File: config.mk
export PLATFORM = sky130hd
export DESIGN_NAME = step_input_ctrl_flat
export DESIGN_NICKNAME = d
export VERILOG_FILES = /design/src/rtl/step_input_ctrl_if.sv /design/src/rtl/step_input_ctrl.sv /design/src/flat_wrapper.sv
export SDC_FILE = /design/constraint.sdc
export NUM_CORES = 1
export LEC_CHECK = 0
export BUFFER_PORTS_ARGS = -buffer_cell sky130_fd_sc_hd__buf_2
export CAP_MARGIN = 10
export CORE_MARGIN = 3
export CORE_UTILIZATION = 50
export DETAILED_ROUTE_END_ITERATION = 6
export GPL_TIMING_DRIVEN = 0
export PLACE_DENSITY = 0.65
export SLEW_MARGIN = 0
export SYNTH_ARGS = -nofsm -noshare
export SYNTH_HDL_FRONTEND = slang
export SYNTH_SLANG_ARGS = --single-unit
File: constraint.sdc
create_clock -name CCLK -period 9.7 [get_ports CCLK]
set_input_delay 0.97 -clock CCLK [delete_from_list [all_inputs] [get_ports CCLK]]
set_output_delay 0.97 -clock CCLK [all_outputs]
set_load 0.01 [all_outputs]
File: src/rtl/step_input_ctrl_if.sv
// Board-side bundle for step_input_ctrl: raw BTN/SW in, conditioned levels, strobes and CPU controls out.
interface step_input_ctrl_if;
    logic [3:0]  BTN;
    logic [3:0]  SW;
    logic [3:0]  btn_db;
    logic [3:0]  sw_db;
    logic [3:0]  btn_rise;
    logic        cpu_rst;
    logic        cpu_en;
    logic        run_mode;
    logic [15:0] step_count;

    modport master (
        output BTN, SW,
        input  btn_db, sw_db, btn_rise, cpu_rst, cpu_en, run_mode, step_count
    );

    modport slave (
        input  BTN, SW,
        output btn_db, sw_db, btn_rise, cpu_rst, cpu_en, run_mode, step_count
    );
endinterface

File: src/rtl/step_input_ctrl.sv
// Input front end: 2-flop sync + debounce of BTN/SW, rise strobes, CPU reset, step/run clock-enable.
// Latency: raw change to debounced level at edge 2+DEBOUNCE_CYCLES; cpu_en one edge after btn_rise[2].
// Backpressure: none; all outputs are free-running levels or one-cycle strobes.
module step_input_ctrl #(
    parameter int DEBOUNCE_CYCLES = 50000,
    parameter int CNT_W           = 16,
    parameter int RUN_DIV         = 25000000,
    parameter int DIV_W           = 25
) (
    input  logic             CCLK,
    input  logic             rst,
    step_input_ctrl_if.slave io
);
    localparam logic [CNT_W-1:0] DB_LAST  = CNT_W'(DEBOUNCE_CYCLES - 1);
    localparam logic [DIV_W-1:0] DIV_LAST = DIV_W'(RUN_DIV - 1);

    logic [7:0]       raw;
    logic [7:0]       s1;
    logic [7:0]       s2;
    logic [7:0]       stable;
    logic [CNT_W-1:0] db_cnt [8];
    logic [3:0]       btn_prev;
    logic [3:0]       btn_rise;
    logic             run_mode;
    logic             run_prev;
    logic             mode_chg;
    logic             hold;
    logic [DIV_W-1:0] div;
    logic             cpu_rst_q;
    logic             cpu_en_q;
    logic [15:0]      step_cnt_q;

    assign raw = {io.SW, io.BTN};

    always_ff @(posedge CCLK or posedge rst) begin
        if (rst) begin
            s1 <= '0;
            s2 <= '0;
        end else begin
            s1 <= raw;
            s2 <= s1;
        end
    end

    // Any sample matching the stable level restarts that bit's count.
    always_ff @(posedge CCLK or posedge rst) begin
        if (rst) begin
            stable <= '0;
            for (int i = 0; i < 8; i++) db_cnt[i] <= '0;
        end else begin
            for (int i = 0; i < 8; i++) begin
                if (s2[i] == stable[i]) begin
                    db_cnt[i] <= '0;
                end else if (db_cnt[i] == DB_LAST) begin
                    stable[i] <= s2[i];
                    db_cnt[i] <= '0;
                end else begin
                    db_cnt[i] <= db_cnt[i] + CNT_W'(1);
                end
            end
        end
    end

    assign btn_rise = stable[3:0] & ~btn_prev;
    assign run_mode = stable[4];
    assign mode_chg = run_mode ^ run_prev;
    // A debounced BTN[3] already blocks cpu_en so a simultaneous step press cannot slip through.
    assign hold     = cpu_rst_q | stable[3];

    always_ff @(posedge CCLK or posedge rst) begin
        if (rst) begin
            btn_prev   <= '0;
            run_prev   <= 1'b0;
            cpu_rst_q  <= 1'b1;
            cpu_en_q   <= 1'b0;
            div        <= '0;
            step_cnt_q <= '0;
        end else begin
            btn_prev  <= stable[3:0];
            run_prev  <= run_mode;
            cpu_rst_q <= stable[3];

            if (hold || mode_chg) begin
                div      <= '0;
                cpu_en_q <= 1'b0;
            end else if (run_mode) begin
                if (div == DIV_LAST) begin
                    div      <= '0;
                    cpu_en_q <= 1'b1;
                end else begin
                    div      <= div + DIV_W'(1);
                    cpu_en_q <= 1'b0;
                end
            end else begin
                div      <= '0;
                cpu_en_q <= btn_rise[2];
            end

            if (cpu_rst_q) begin
                step_cnt_q <= '0;
            end else if (cpu_en_q) begin
                step_cnt_q <= step_cnt_q + 16'd1;
            end
        end
    end

    assign io.btn_db     = stable[3:0];
    assign io.sw_db      = stable[7:4];
    assign io.btn_rise   = btn_rise;
    assign io.cpu_rst    = cpu_rst_q;
    assign io.cpu_en     = cpu_en_q;
    assign io.run_mode   = run_mode;
    assign io.step_count = step_cnt_q;
endmodule
File: src/flat_wrapper.sv
// flat-port wrapper written by rule: the top's interface ports become plain ports
module step_input_ctrl_flat 
#(
    parameter int DEBOUNCE_CYCLES = 50000,
    parameter int CNT_W           = 16,
    parameter int RUN_DIV         = 25000000,
    parameter int DIV_W           = 25
)
  (CCLK, rst, io_BTN, io_SW, io_btn_db, io_sw_db, io_btn_rise, io_cpu_rst, io_cpu_en, io_run_mode, io_step_count);
  step_input_ctrl_if io_i ();
  input  logic CCLK;
  input  logic rst;
  input wire logic [$bits(io_i.BTN)-1:0] io_BTN;
  input wire logic [$bits(io_i.SW)-1:0] io_SW;
  output wire logic [$bits(io_i.btn_db)-1:0] io_btn_db;
  output wire logic [$bits(io_i.sw_db)-1:0] io_sw_db;
  output wire logic [$bits(io_i.btn_rise)-1:0] io_btn_rise;
  output wire logic [$bits(io_i.cpu_rst)-1:0] io_cpu_rst;
  output wire logic [$bits(io_i.cpu_en)-1:0] io_cpu_en;
  output wire logic [$bits(io_i.run_mode)-1:0] io_run_mode;
  output wire logic [$bits(io_i.step_count)-1:0] io_step_count;
  assign io_i.BTN = io_BTN;
  assign io_i.SW = io_SW;
  assign io_btn_db = io_i.btn_db;
  assign io_sw_db = io_i.sw_db;
  assign io_btn_rise = io_i.btn_rise;
  assign io_cpu_rst = io_i.cpu_rst;
  assign io_cpu_en = io_i.cpu_en;
  assign io_run_mode = io_i.run_mode;
  assign io_step_count = io_i.step_count;
  step_input_ctrl #(.DEBOUNCE_CYCLES(DEBOUNCE_CYCLES), .CNT_W(CNT_W), .RUN_DIV(RUN_DIV), .DIV_W(DIV_W)) u_core (.CCLK(CCLK), .rst(rst), .io(io_i));
endmodule
==> Yosys cells after proc, flatten, opt, wreduce, memory -nomap -nowiden <==
Index checks and enable logic that the tools add are counted.
{ "totals": {"ff_bits": 200, "input_bits": 10, "out_inout_bits": 31, "word_cells": 97} }
{ "op_classes": {"n_addsub": 10, "n_eq_ne": 17, "muxes": 24, "n_bitwise": 12, "reduce_logical": 10} }
{ "op_table": {"columns": ["cell", "n"], "rows": [
  ["16-bit 2-to-1 mux", 18],
  ["16-bit by 1-bit adder with 16-bit output (second input constant)", 9],
  ["16-bit equality test (second input constant)", 8],
  ["25-bit 2-to-1 mux", 3],
  ["25-bit by 1-bit adder with 25-bit output (second input constant)", 1],
  ["25-bit equality test (second input constant)", 1],
  ["2-bit AND reduction", 8],
  ["1-bit equality test", 8],
  ["1-bit inverter", 8],
  ["4-bit AND", 1],
  ["4-bit inverter", 1],
  ["1-bit 2-to-1 mux", 3],
  ["2-bit nonzero test", 1],
  ["1-bit logical OR", 1],
  ["1-bit OR", 1],
  ["1-bit XOR", 1]
]} }

==> Longest topological paths before layout <==
{ "depth": {"ltp_word": 4, "depth_mapped": 7, "depth_no_buf": 5} }

==> Worst setup path after synthesis <==
OpenSTA, ideal clock, no wires.
{ "synth_timing": {"path_type": "register -> register", "startpoint": "register u_core.div[0]", "endpoint": "register u_core.div[24]", "setup_time_ns": 0.078, "arrival_time_ns": 1.817, "required_ns": 9.622, "slack_ns": 7.805, "path_stages_with_launch": 6, "synth_period_minus_slack_ns": 1.895, "cell_sequence": "dfrtp_1 -> ha_1 -> inv_1 -> or4_4 -> or4_1 -> a21oi_1"} }
{ "synth_between": {"elab_chain_len": 4, "elab_cells_between_ends": 5, "classes_between": "1 x add/sub; 1 x eq/ne; 3 x mux"} }
{ "synth_rtl": {"columns": ["item", "line_no", "text"], "rows": [
  ["start: declaration", "step_input_ctrl.sv:28", "logic [DIV_W-1:0] div;"],
  ["start signal: assignment", "step_input_ctrl.sv:91", "div <= div + DIV_W'(1);"],
  ["25-bit by 1-bit adder with 25-bit output or 25-bit equality test (tied branches)", "step_input_ctrl.sv:91, step_input_ctrl.sv:87", null],
  ["25-bit 2-to-1 mux (*)", "step_input_ctrl.sv:87", "if (div == DIV_LAST) begin"],
  ["25-bit 2-to-1 mux (*)", "step_input_ctrl.sv:86", "end else if (run_mode) begin"],
  ["25-bit 2-to-1 mux (*)", "step_input_ctrl.sv:83", "if (hold || mode_chg) begin"]
]} }
Every way passes the cells marked *; elsewhere a longest branch is shown, timed or not.
A chain may end at the register's enable or synchronous reset.

==> Final worst setup path <==
{ "layout_timing": {"startpoint": "register u_core.stable[3]", "endpoint": "output port io_btn_rise[3]"} }
{ "layout_between": {"elab_chain_len": 1} }
{ "layout_rtl": {"columns": ["item", "line_no", "text"], "rows": [
  ["start: declaration", "step_input_ctrl.sv:20", "logic [7:0] stable;"],
  ["start signal: indexed assignment", "step_input_ctrl.sv:55", "stable[i] <= s2[i];"],
  ["4-bit AND", "step_input_ctrl.sv:64", "assign btn_rise = stable[3:0] & ~btn_prev;"],
  ["end: declaration", "flat_wrapper.sv:17", "output wire logic [$bits(io_i.btn_rise)-1:0] io_btn_rise;"]
]} }
No other way between the ends.

==> results.cfg <==
[critical_path]
worstPathRequired_ns = 8.73
regToRegSetupSlack_ns = 7.52
worstSetupStartpointType = flip-flop
r2r-end = u_core.div[16]
r2r_cells = 6
worst_setup_path_end_kind = primary output
path_class = reg2out
reg2reg_from = u_core.div[0]
cp.arrival_ns = 1.28
crit_path_max_fanout = 8

[placement]
routabilityCongestion = 0.759
place_area_um2 = 9750
dp_hpwl_um = 11500
portBuffers = 40

[pwr]
ir_worst_vdd_uv = 144
power_density_nw_per_um2 = 153
p_leak_nw = 4.34
finalPower_mw = 1.58

[synthesis]
synth_compound_area_share_pct = 3.20
synthAdderAreaFrac_pct = 1.36
synthArstFlopShare_pct = 100
synth_top_family_by_area = simple AND/OR/NAND/NOR gates
avgSynthCellArea_um2 = 10.3
syn_area_um2 = 9230
synth-main-ff-cell = dfrtp_1
synthCells = 898
synth_edf_count = 0
yosys_warnings = 0
yosys.area_share.simple_pct = 25.2
ys_seq_elements = 200
yosysSeqAreaShare_pct = 54.3
synth_cell_types = 41
synthesis.nets = 918
synthXorXnorAreaFrac_pct = 12.6
synthMuxAreaShare_pct = 1.21

[clock_tree]
cts_resized = 0
root_buffer = clkbuf_16
cts_buffers = 17
post-cts-setup-buffer-count = 0
clock_sinks = 200
clockBufferDepth = 2
htree_levels = 4
hold_buffers = 0
tritoncts = yes
clkTransAtPathRegs_ns = 0.07
clkLatencyLatePin_ns = 0.43

[finish]
final_nets = 978
final_cell_area_um2 = 10300
area_delta_synth_final_pct = 11.8
drive_above_1_share_pct = 9.17
num_antenna_cells = 0

[timing]
relSlewSlack_pct = 51.8
finalSetupViolCount = 0
fin_worst_skew_ns = 0.00720
fin_crit_ns = 2.25
rsz0062_at_grt = false
worst_slew_pin_slew_ns = 0.722
fmax_ghz = 0.445
hold_violations = 0
whs_ns = 0.350
finalMaxSlewViolations = 0
timing.final.crit_share_pct = 23.2
fin_setup_tns_ns = 0

[worst_hold_path]
worstHoldEndpoint = u_core.s2[1]
hold_class = reg2reg
hold_path_depth = 0
worstHoldStart = u_core.s1[1]

[route]
ant_nets = 0
post_drt_via_cell_ratio = 5.34
drt_iter0_drc = 299
post-route-drc-count = 0
wire_per_inst_um = 14.4
vias = 6411
finalWirelength_um = 17300
drt_first_pass_iters = 4

[grt]
gr-total-overflow = 0
grt_first_pass_wirelength_um = 29700
grt_max_degree = 123
grt_pass1_vias = 6186
grt_usage_pct = 18.1
antenna_found_initial = 0

[job]
drv_cap = 0

[floorplanning]
rows = 49
die_h_um = 142
start_util_pct = 51.2
core_um2 = 18000
ios = 41
die_area_um2 = 20100
die_x_um = 142

[status]
status = finished clean
==> area by class of cell <==
type | count | area [um2]
clock inverter | 7 | 67.6
multi-input combinational | 649 | 4020
tap | 229 | 287
timing repair buffer | 41 | 228
inverter | 26 | 105
clock buffer | 25 | 495
fill | 1573 | 7710
buffer | 23 | 100
sequential | 200 | 5010
==> metal layers <==
layer	share of wire (%)	GRT usage [%]	up-vias
met5	0	0	-
met4	1.3	5.61	0
met3	2.6	3.71	15
met2	47	28.3	60
met1	49	25.5	3085
li1	-	-	3251
==> registers in the layout, summed over array words and instances, names as in the netlist, 4 cells and up <==
| register | count |
|---|---|
| u_core.btn_prev | 4 |
| u_core.db_cnt | 128 |
| u_core.div | 25 |
| u_core.io.step_count | 16 |
| u_core.s1 | 8 |
| u_core.s2 | 8 |
| u_core.stable | 8 |
==> critical path, cell delays in order (launching register included) <==
cell     delay (ns)
dfrtp_1        0.55
nor2b_1        0.17
buf_2          0.13
==> cell families after synthesis <==
group | after synthesis
XOR/XNOR | 133
adder cells (fa/ha/maj) | 10
flip-flops | 200
multiplexers | 10
AND/OR/NAND/NOR | 444
AO/OA/AOI/OAI | 52
buffers and inverters | 49
==> metrics by stage <==
stage	std cells	setup WS (ns)	utilization (%)
2_1_floorplan	898	3.28	-
3_5_place_dp	1168	7.53	54.1
5_1_grt	1200	7.38	57.2
6_report	1200	7.45	57.2
4_1_cts	1200	7.42	57.2
3_3_place_gp	1167	1.01	53.9
==> worst max path at each step <==
stage,startpoint,to,slack (ns),depth (start not counted)
after floorplan,rst,u_core.btn_prev[0],3.28,1
after global routing,u_core.stable[2],io_btn_rise[2],7.38,2
after global placement,rst,u_core.db_cnt[50],1.01,2
after detailed placement,u_core.db_cnt[64],u_core.db_cnt[75],7.53,6
final,u_core.stable[3],io_btn_rise[3],7.45,2
after CTS,u_core.stable[3],io_btn_rise[3],7.42,2
==> power by group <==
| part | total, mW | internal, mW | switching, mW |
|---|---|---|---|
| Clock | 0.679 | 0.381 | 0.298 |
| Combinational | 0.0426 | 0.0117 | 0.0309 |
| Sequential | 0.855 | 0.845 | 0.00956 |
| Total | 1.58 | 1.24 | 0.338 |
==> layout by cell type, fill, tap and decap left out, types with 9 or more instances in the layout <==
cell	netlist	final
nand4_1	39	39
mux2_2	9	9
and3_1	20	20
xnor2_1	83	83
buf_2	2	42
or4_1	10	10
inv_1	26	25
clkbuf_16	0	17
ha_1	10	10
or3_1	16	16
o31ai_1	9	9
nand3_1	54	54
dfrtp_1	199	199
nor3_1	23	23
clkbuf_1	18	22
nand2_1	49	49
a21oi_1	24	24
o21ai_0	14	14
nor2_1	152	152
nor4_1	32	32
nor4bb_1	14	14
xor2_1	50	50
and4_1	9	9
==> synthesized netlist by cell type, drive strengths merged (2+ instances only) <==
cell | instances | share of area (%)
nand4 | 40 | 2.9
o31ai | 9 | 0.73
nor4b | 7 | 0.66
ha | 10 | 1.4
nor4 | 32 | 2.2
and4 | 10 | 0.96
nor3 | 23 | 1.2
nor2 | 152 | 6.2
nor4bb | 14 | 1.5
nand3 | 54 | 2.9
and3 | 20 | 1.4
and2 | 4 | 0.27
or3 | 16 | 1.1
xnor2 | 83 | 7.9
or4bb | 2 | 0.24
inv | 26 | 1.1
dfrtp | 199 | 54
or4 | 12 | 1.1
buf | 5 | 0.35
xor2 | 50 | 4.7
clkbuf | 18 | 0.73
o21ai | 15 | 0.81
a21oi | 24 | 1.3
mux2 | 9 | 1.1
nor2b | 5 | 0.34
nand2 | 49 | 2.0
nor3b | 3 | 0.24
Power figures use the tool's default switching activity.
